`config.mk`:
```
export PLATFORM = sky130hd
export DESIGN_NAME = control_unit
export DESIGN_NICKNAME = d
export VERILOG_FILES = /design/src/rtl/mips_ctrl_pkg.sv /design/src/rtl/ctrl_decode.sv /design/src/rtl/control_unit.sv
export SDC_FILE = /design/constraint.sdc
export NUM_CORES = 1
export LEC_CHECK = 0
export ABC_CLOCK_PERIOD_IN_PS = 990
export CAP_MARGIN = 25
export CORE_MARGIN = 1.5
export CORE_UTILIZATION = 42
export CTS_CLUSTER_SIZE = 8
export DETAILED_ROUTE_END_ITERATION = 8
export GPL_ROUTABILITY_DRIVEN = 0
export PLACE_DENSITY = 0.89
export SLEW_MARGIN = 20
export SYNTH_ARGS = -nofsm -noshare
export SYNTH_HDL_FRONTEND = slang
export SYNTH_SLANG_ARGS = --single-unit
```
`constraint.sdc`:
```
create_clock -name clk -period 0.99 [get_ports clk]
set_input_delay 0.198 -clock clk [delete_from_list [all_inputs] [get_ports clk]]
set_output_delay 0.198 -clock clk [all_outputs]
set_load 0.005 [all_outputs]
```
`src/rtl/mips_ctrl_pkg.sv`:
```
// Shared opcode/funct constants, ALU/size codes and the control-bundle type
// for the MIPS main decoder.
package mips_ctrl_pkg;

  localparam logic [5:0] OP_RTYPE = 6'b000000;
  localparam logic [5:0] OP_J     = 6'b000010;
  localparam logic [5:0] OP_JAL   = 6'b000011;
  localparam logic [5:0] OP_BEQ   = 6'b000100;
  localparam logic [5:0] OP_ADDI  = 6'b001000;
  localparam logic [5:0] OP_LUI   = 6'b001111;
  localparam logic [5:0] OP_LB    = 6'b100000;
  localparam logic [5:0] OP_LH    = 6'b100001;
  localparam logic [5:0] OP_LW    = 6'b100011;
  localparam logic [5:0] OP_LBU   = 6'b100100;
  localparam logic [5:0] OP_LHU   = 6'b100101;
  localparam logic [5:0] OP_SB    = 6'b101000;
  localparam logic [5:0] OP_SH    = 6'b101001;
  localparam logic [5:0] OP_SW    = 6'b101011;

  localparam logic [5:0] FUNCT_JR = 6'b001000;

  localparam logic [1:0] ALUOP_ADD   = 2'b00;
  localparam logic [1:0] ALUOP_SUB   = 2'b01;
  localparam logic [1:0] ALUOP_FUNCT = 2'b10;

  localparam logic [1:0] SIZE_WORD = 2'b00;
  localparam logic [1:0] SIZE_HALF = 2'b01;
  localparam logic [1:0] SIZE_BYTE = 2'b10;

  typedef struct packed {
    logic       memread;
    logic       memtoreg;
    logic       memwrite;
    logic       regwrite;
    logic [1:0] store_control;
    logic       extend;
    logic       lui_control;
    logic [1:0] load_control;
    logic       regdest;
    logic       branch;
    logic       alusrc;
    logic [1:0] aluop;
    logic       jump;
    logic       jal;
    logic       jr;
  } ctrl_bundle_t;

  localparam ctrl_bundle_t CTRL_NOP = '{
    memread: 1'b0, memtoreg: 1'b0, memwrite: 1'b0, regwrite: 1'b0,
    store_control: SIZE_WORD, extend: 1'b0, lui_control: 1'b0,
    load_control: SIZE_WORD, regdest: 1'b0, branch: 1'b0, alusrc: 1'b0,
    aluop: ALUOP_ADD, jump: 1'b0, jal: 1'b0, jr: 1'b0
  };

endpackage

```
`src/rtl/ctrl_decode.sv`:
```
// Pure combinational opcode/funct -> control-bundle decoder.
// With CU_ILLEGAL_OP_EN defined it also flags undefined opcodes.
module ctrl_decode
  import mips_ctrl_pkg::*;
(
  input  logic [5:0]   opcode,
  input  logic [5:0]   funct,
`ifdef CU_ILLEGAL_OP_EN
  output logic         illegal_op,
`endif
  output ctrl_bundle_t ctrl
);

  logic illegal_s;

  // Main decode table; anything not matched falls through to the all-zero NOP
  always_comb begin
    ctrl      = CTRL_NOP;
    illegal_s = 1'b0;
    case (opcode)
      OP_LW, OP_LH, OP_LHU, OP_LB, OP_LBU: begin
        ctrl.regwrite = 1'b1;
        ctrl.memread  = 1'b1;
        ctrl.memtoreg = 1'b1;
        ctrl.alusrc   = 1'b1;
        ctrl.aluop    = ALUOP_ADD;
        ctrl.extend   = (opcode == OP_LW) || (opcode == OP_LH) || (opcode == OP_LB);
        case (opcode)
          OP_LH, OP_LHU: ctrl.load_control = SIZE_HALF;
          OP_LB, OP_LBU: ctrl.load_control = SIZE_BYTE;
          default:       ctrl.load_control = SIZE_WORD;
        endcase
      end
      OP_SW, OP_SH, OP_SB: begin
        ctrl.memwrite = 1'b1;
        ctrl.alusrc   = 1'b1;
        ctrl.extend   = 1'b1;
        ctrl.aluop    = ALUOP_ADD;
        case (opcode)
          OP_SH:   ctrl.store_control = SIZE_HALF;
          OP_SB:   ctrl.store_control = SIZE_BYTE;
          default: ctrl.store_control = SIZE_WORD;
        endcase
      end
      OP_LUI: begin
        ctrl.regwrite    = 1'b1;
        ctrl.alusrc      = 1'b1;
        ctrl.lui_control = 1'b1;
        ctrl.aluop       = ALUOP_ADD;
      end
      OP_ADDI: begin
        ctrl.regwrite = 1'b1;
        ctrl.alusrc   = 1'b1;
        ctrl.extend   = 1'b1;
        ctrl.aluop    = ALUOP_ADD;
      end
      OP_BEQ: begin
        ctrl.branch = 1'b1;
        ctrl.extend = 1'b1;
        ctrl.aluop  = ALUOP_SUB;
      end
      OP_J: begin
        ctrl.jump = 1'b1;
      end
      OP_JAL: begin
        ctrl.jump     = 1'b1;
        ctrl.jal      = 1'b1;
        ctrl.regwrite = 1'b1;
      end
      OP_RTYPE: begin
        ctrl.aluop = ALUOP_FUNCT;
        // jr must not write the regfile even though it is an R-type
        if (funct == FUNCT_JR) begin
          ctrl.jr = 1'b1;
        end else begin
          ctrl.regwrite = 1'b1;
          ctrl.regdest  = 1'b1;
        end
      end
      default: begin
        illegal_s = 1'b1;
      end
    endcase
  end

`ifdef CU_ILLEGAL_OP_EN
  assign illegal_op = illegal_s;
`else
  logic unused_s;
  assign unused_s = illegal_s;
`endif

endmodule

```
`src/rtl/control_unit.sv`:
```
// MIPS main control unit: registered decode of opcode/funct with async reset
// and stall hold. Optional illegal_op output under CU_ILLEGAL_OP_EN.
module control_unit
  import mips_ctrl_pkg::*;
(
  input  logic       clk,
  input  logic       reset,
  input  logic       stall,
  input  logic [5:0] opcode,
  input  logic [5:0] funct,
  output logic       memread,
  output logic       memtoreg,
  output logic       memwrite,
  output logic       regwrite,
  output logic [1:0] store_control,
  output logic       extend,
  output logic       lui_control,
  output logic [1:0] load_control,
  output logic       regdest,
  output logic       branch,
  output logic       alusrc,
  output logic [1:0] aluop,
  output logic       jumpControl,
  output logic       jalControl,
`ifdef CU_ILLEGAL_OP_EN
  output logic       illegal_op,
`endif
  output logic       jrControl
);

  ctrl_bundle_t dec_s;
  ctrl_bundle_t ctrl_d, ctrl_q;

`ifdef CU_ILLEGAL_OP_EN
  logic dec_illegal_s;
  logic illegal_d, illegal_q;
`endif

  ctrl_decode u_decode (
    .opcode     (opcode),
    .funct      (funct),
`ifdef CU_ILLEGAL_OP_EN
    .illegal_op (dec_illegal_s),
`endif
    .ctrl       (dec_s)
  );

  // Next-state: load fresh decode unless stalled
  always_comb begin
    ctrl_d = ctrl_q;
`ifdef CU_ILLEGAL_OP_EN
    illegal_d = illegal_q;
`endif
    if (stall) begin
      ctrl_d = ctrl_q;
`ifdef CU_ILLEGAL_OP_EN
      illegal_d = illegal_q;
`endif
    end else begin
      ctrl_d = dec_s;
`ifdef CU_ILLEGAL_OP_EN
      illegal_d = dec_illegal_s;
`endif
    end
  end

  // Output bundle register, cleared asynchronously
  always_ff @(posedge clk or posedge reset) begin
    if (reset) begin
      ctrl_q <= CTRL_NOP;
`ifdef CU_ILLEGAL_OP_EN
      illegal_q <= 1'b0;
`endif
    end else begin
      ctrl_q <= ctrl_d;
`ifdef CU_ILLEGAL_OP_EN
      illegal_q <= illegal_d;
`endif
    end
  end

  assign memread       = ctrl_q.memread;
  assign memtoreg      = ctrl_q.memtoreg;
  assign memwrite      = ctrl_q.memwrite;
  assign regwrite      = ctrl_q.regwrite;
  assign store_control = ctrl_q.store_control;
  assign extend        = ctrl_q.extend;
  assign lui_control   = ctrl_q.lui_control;
  assign load_control  = ctrl_q.load_control;
  assign regdest       = ctrl_q.regdest;
  assign branch        = ctrl_q.branch;
  assign alusrc        = ctrl_q.alusrc;
  assign aluop         = ctrl_q.aluop;
  assign jumpControl   = ctrl_q.jump;
  assign jalControl    = ctrl_q.jal;
  assign jrControl     = ctrl_q.jr;
`ifdef CU_ILLEGAL_OP_EN
  assign illegal_op    = illegal_q;
`endif

endmodule

```
==> reports/metrics.yaml <==
start_util_pct: 44.1
ios: 33
ir_drop_mv: 0.653
worst_setup_hold_path_clk_slew_ps: 90
synth_seq_cells: 17
path_class: "input pin to register"
num-fill-cells: 141
leakagePower_nw: 0.726
cp_top_family: "compound AO/OA/AOI/OAI gates"
cts_max_level: 1
multi_input_area_um2: 424
grtUsageTotal_pct: 22.7
drv_cap: 0
relSlewSlack_pct: 79.2
cts.hold.buffers_added: 0
hpwl_mm: 1.72
synthCells: 91
grt_pass1_wl_mm: 3.59
die_y_um: 47.9
timing.hold.ws_ps: 213
finalCriticalPeriod_ps: 1120
setup_ws_ps: -130
grt_max_degree: 20
dieArea_um2: 2300
antenna_found_initial: 0
fin_nets: 165
syn_to_final_growth_pct: 66.1
rsz0062_at_grt: "true"
dpl-instance-area_um2: 1350
hold_path_class: "input pin to async pin"
yosysSeqAreaShare_pct: 50.1
fin_tns_setup_ps: -726
numCtsBuffers: 3
crit_arrival_ps: 1340
synth_warnings: 0
cp_num_buf_inv: 1
cts_tree: "built"
crit_slowest_cell: "or4b_4"
violations: "setup timing"
dr.pass1.iters: 4
placedCellCount: 161
die_x_um: 47.9
std_cell_rows: 16
regArea_um2: 425
antennaDiodeCount: 0
grt_pass1_vias: 815
overflow: 0
wire_per_inst_um: 14.6
dr.first_iter.drc_count: 23
worst_slew_pin_slew_ps: 310
drive_gt1_share_pct: 45.6
cts.sinks: 17
setup_viol: 21
vias_per_cell: 5.16
crit_cells: 5
cpPeakStageDelay_ps: 520
crit_fanout: 2
status: "finished with violations"
r2r_cells: 4
synth_fp_nets: 106
max_freq_mhz: 893
fin_crit_sh_pct: 113
start_kind: "input pin"
required_ps: 1210
power.density_nw_per_um2: 1010
power.total_mw: 1.42
skew_ps: 0
cts_root_buf: "clkbuf_4"
cts.path.max_buffers: 2
drt_wl_total_mm: 2.57
end_kind: "register"
coreArea_um2: 1920
port_buffers: 32
final_area_um2: 1410
drc: 0
hold_violations: 0
path_cells: "buf_6 -> or4b_4 -> a211oi_2 -> a31oi_2 -> a32oi_1"
avgSynthCellArea_um2: 9.32
layoutNonFillerInstCount: 176
ant_nets: 0
synth.cell_area_um2: 848
slew_violations: 0
vias: 909
synth.distinct_cells: 32
clk_latency_ps: 290
-- report_power, final --
part           internal (mW)  switching (mW)  total, mW
Sequential             0.714          0.0109      0.725
Clock                  0.157           0.218      0.375
Combinational          0.171           0.152      0.323
Total                   1.04           0.381       1.42
-- Yosys cell counts, drive strengths merged --
cell type	n	area, um^2
dfrtp	17	425
nand2	16	60.1
o21ai	7	35.0
nand2b	5	31.3
nor2	5	18.8
buf	4	27.5
inv	4	15.0
nand3	4	20.0
a22o	3	26.3
clkbuf	3	12.5
nor3	3	15.0
a21oi	2	10.0
a31oi	2	12.5
nor4	2	18.8
o41ai	2	17.5
a211oi	1	12.5
a32oi	1	8.76
and2b	1	8.76
mux2	1	11.3
nand3b	1	7.51
nand4	1	6.26
nor2b	1	6.26
o211ai	1	7.51
o22ai	1	6.26
o31ai	1	7.51
or2	1	6.26
or4b	1	13.8
-- worst paths after layout --
check / from / slack (ps) / end
setup / recovery: opcode[5] / -130 / regwrite
hold / removal: reset / 210 / aluop[1]
setup reg to reg: memtoreg / -30 / memtoreg
hold reg to reg: aluop[0] / 480 / aluop[0]
max in group asynchronous: reset / 660 / jrControl
min in group clk: funct[5] / 290 / jrControl
-- timing repair --
action	in CTS	in global routing
gates resized for setup	107	8
cloned	0	0
setup endpoints to repair	35	24
pin swaps	9	8
setup buffers	9	3
-- registers in the layout, summed over array words and instances, names as in the netlist --
register and cells:
memwrite 1, jalControl 1, branch 1, extend 1, aluop 2, regwrite 1, alusrc 1, jrControl 1
lui_control 1, memtoreg 1, jumpControl 1, regdest 1, load_control 2, store_control 2
-- logic make-up (layout without fill, tap and decap cells) --
family | Yosys count | after routing | share of synthesized area, %
AND/OR/NAND/NOR | 41 | 41 | 25.1
multiplexers | 1 | 1 | 1.33
AO/OA/AOI/OAI | 21 | 21 | 17.0
flip-flops | 17 | 17 | 50.1
buffers and inverters | 11 | 69 | 6.49
-- per-stage QoR --
step	utilization, %	setup slack [ps]
after floorplan	-	-323
after global placement	70.1	-684
after detailed placement	70.1	-738
after CTS	70.5	-141
after global routing	73.3	-179
final	73.3	-130
-- tightest hold or removal path, stage by stage --
cell and delay [ps]:
clkdlybuf4s50_1 400, inv_1 100, buf_12 160
-- final cells by class --
class,count,share of cell area [%]
inverters,4,1.07
well taps,27,2.40
multi-input cells,63,30.1
flip-flops and latches,17,30.2
clock buffers,4,1.87
repair buffers,61,34.4
-- cells in the final DEF, fill, tap and decap left out, types with 2 or more instances in the layout --
cell             instances
buf_4                   23
buf_2                   19
dfrtp_1                 17
nand2_1                 16
buf_6                    7
nand2b_1                 5
dlygate4sd2_1            5
o21ai_1                  4
inv_1                    4
nor2_1                   4
nand3_1                  3
nor3_1                   3
o21ai_0                  3
a22o_1                   3
clkbuf_4                 3
clkdlybuf4s50_1          3
o41ai_2                  2
a21oi_1                  2
buf_12                   2
-- layer usage --
layer  vias up  track usage (%)  share of wire, %
li1        440                -                 -
met1       424             29.1                43
met2        41             37.9                50
met3         4             4.53               5.9
met4         0             8.11              0.66
met5         -                0                 0
No activity file was read; power rests on OpenSTA's default activity.
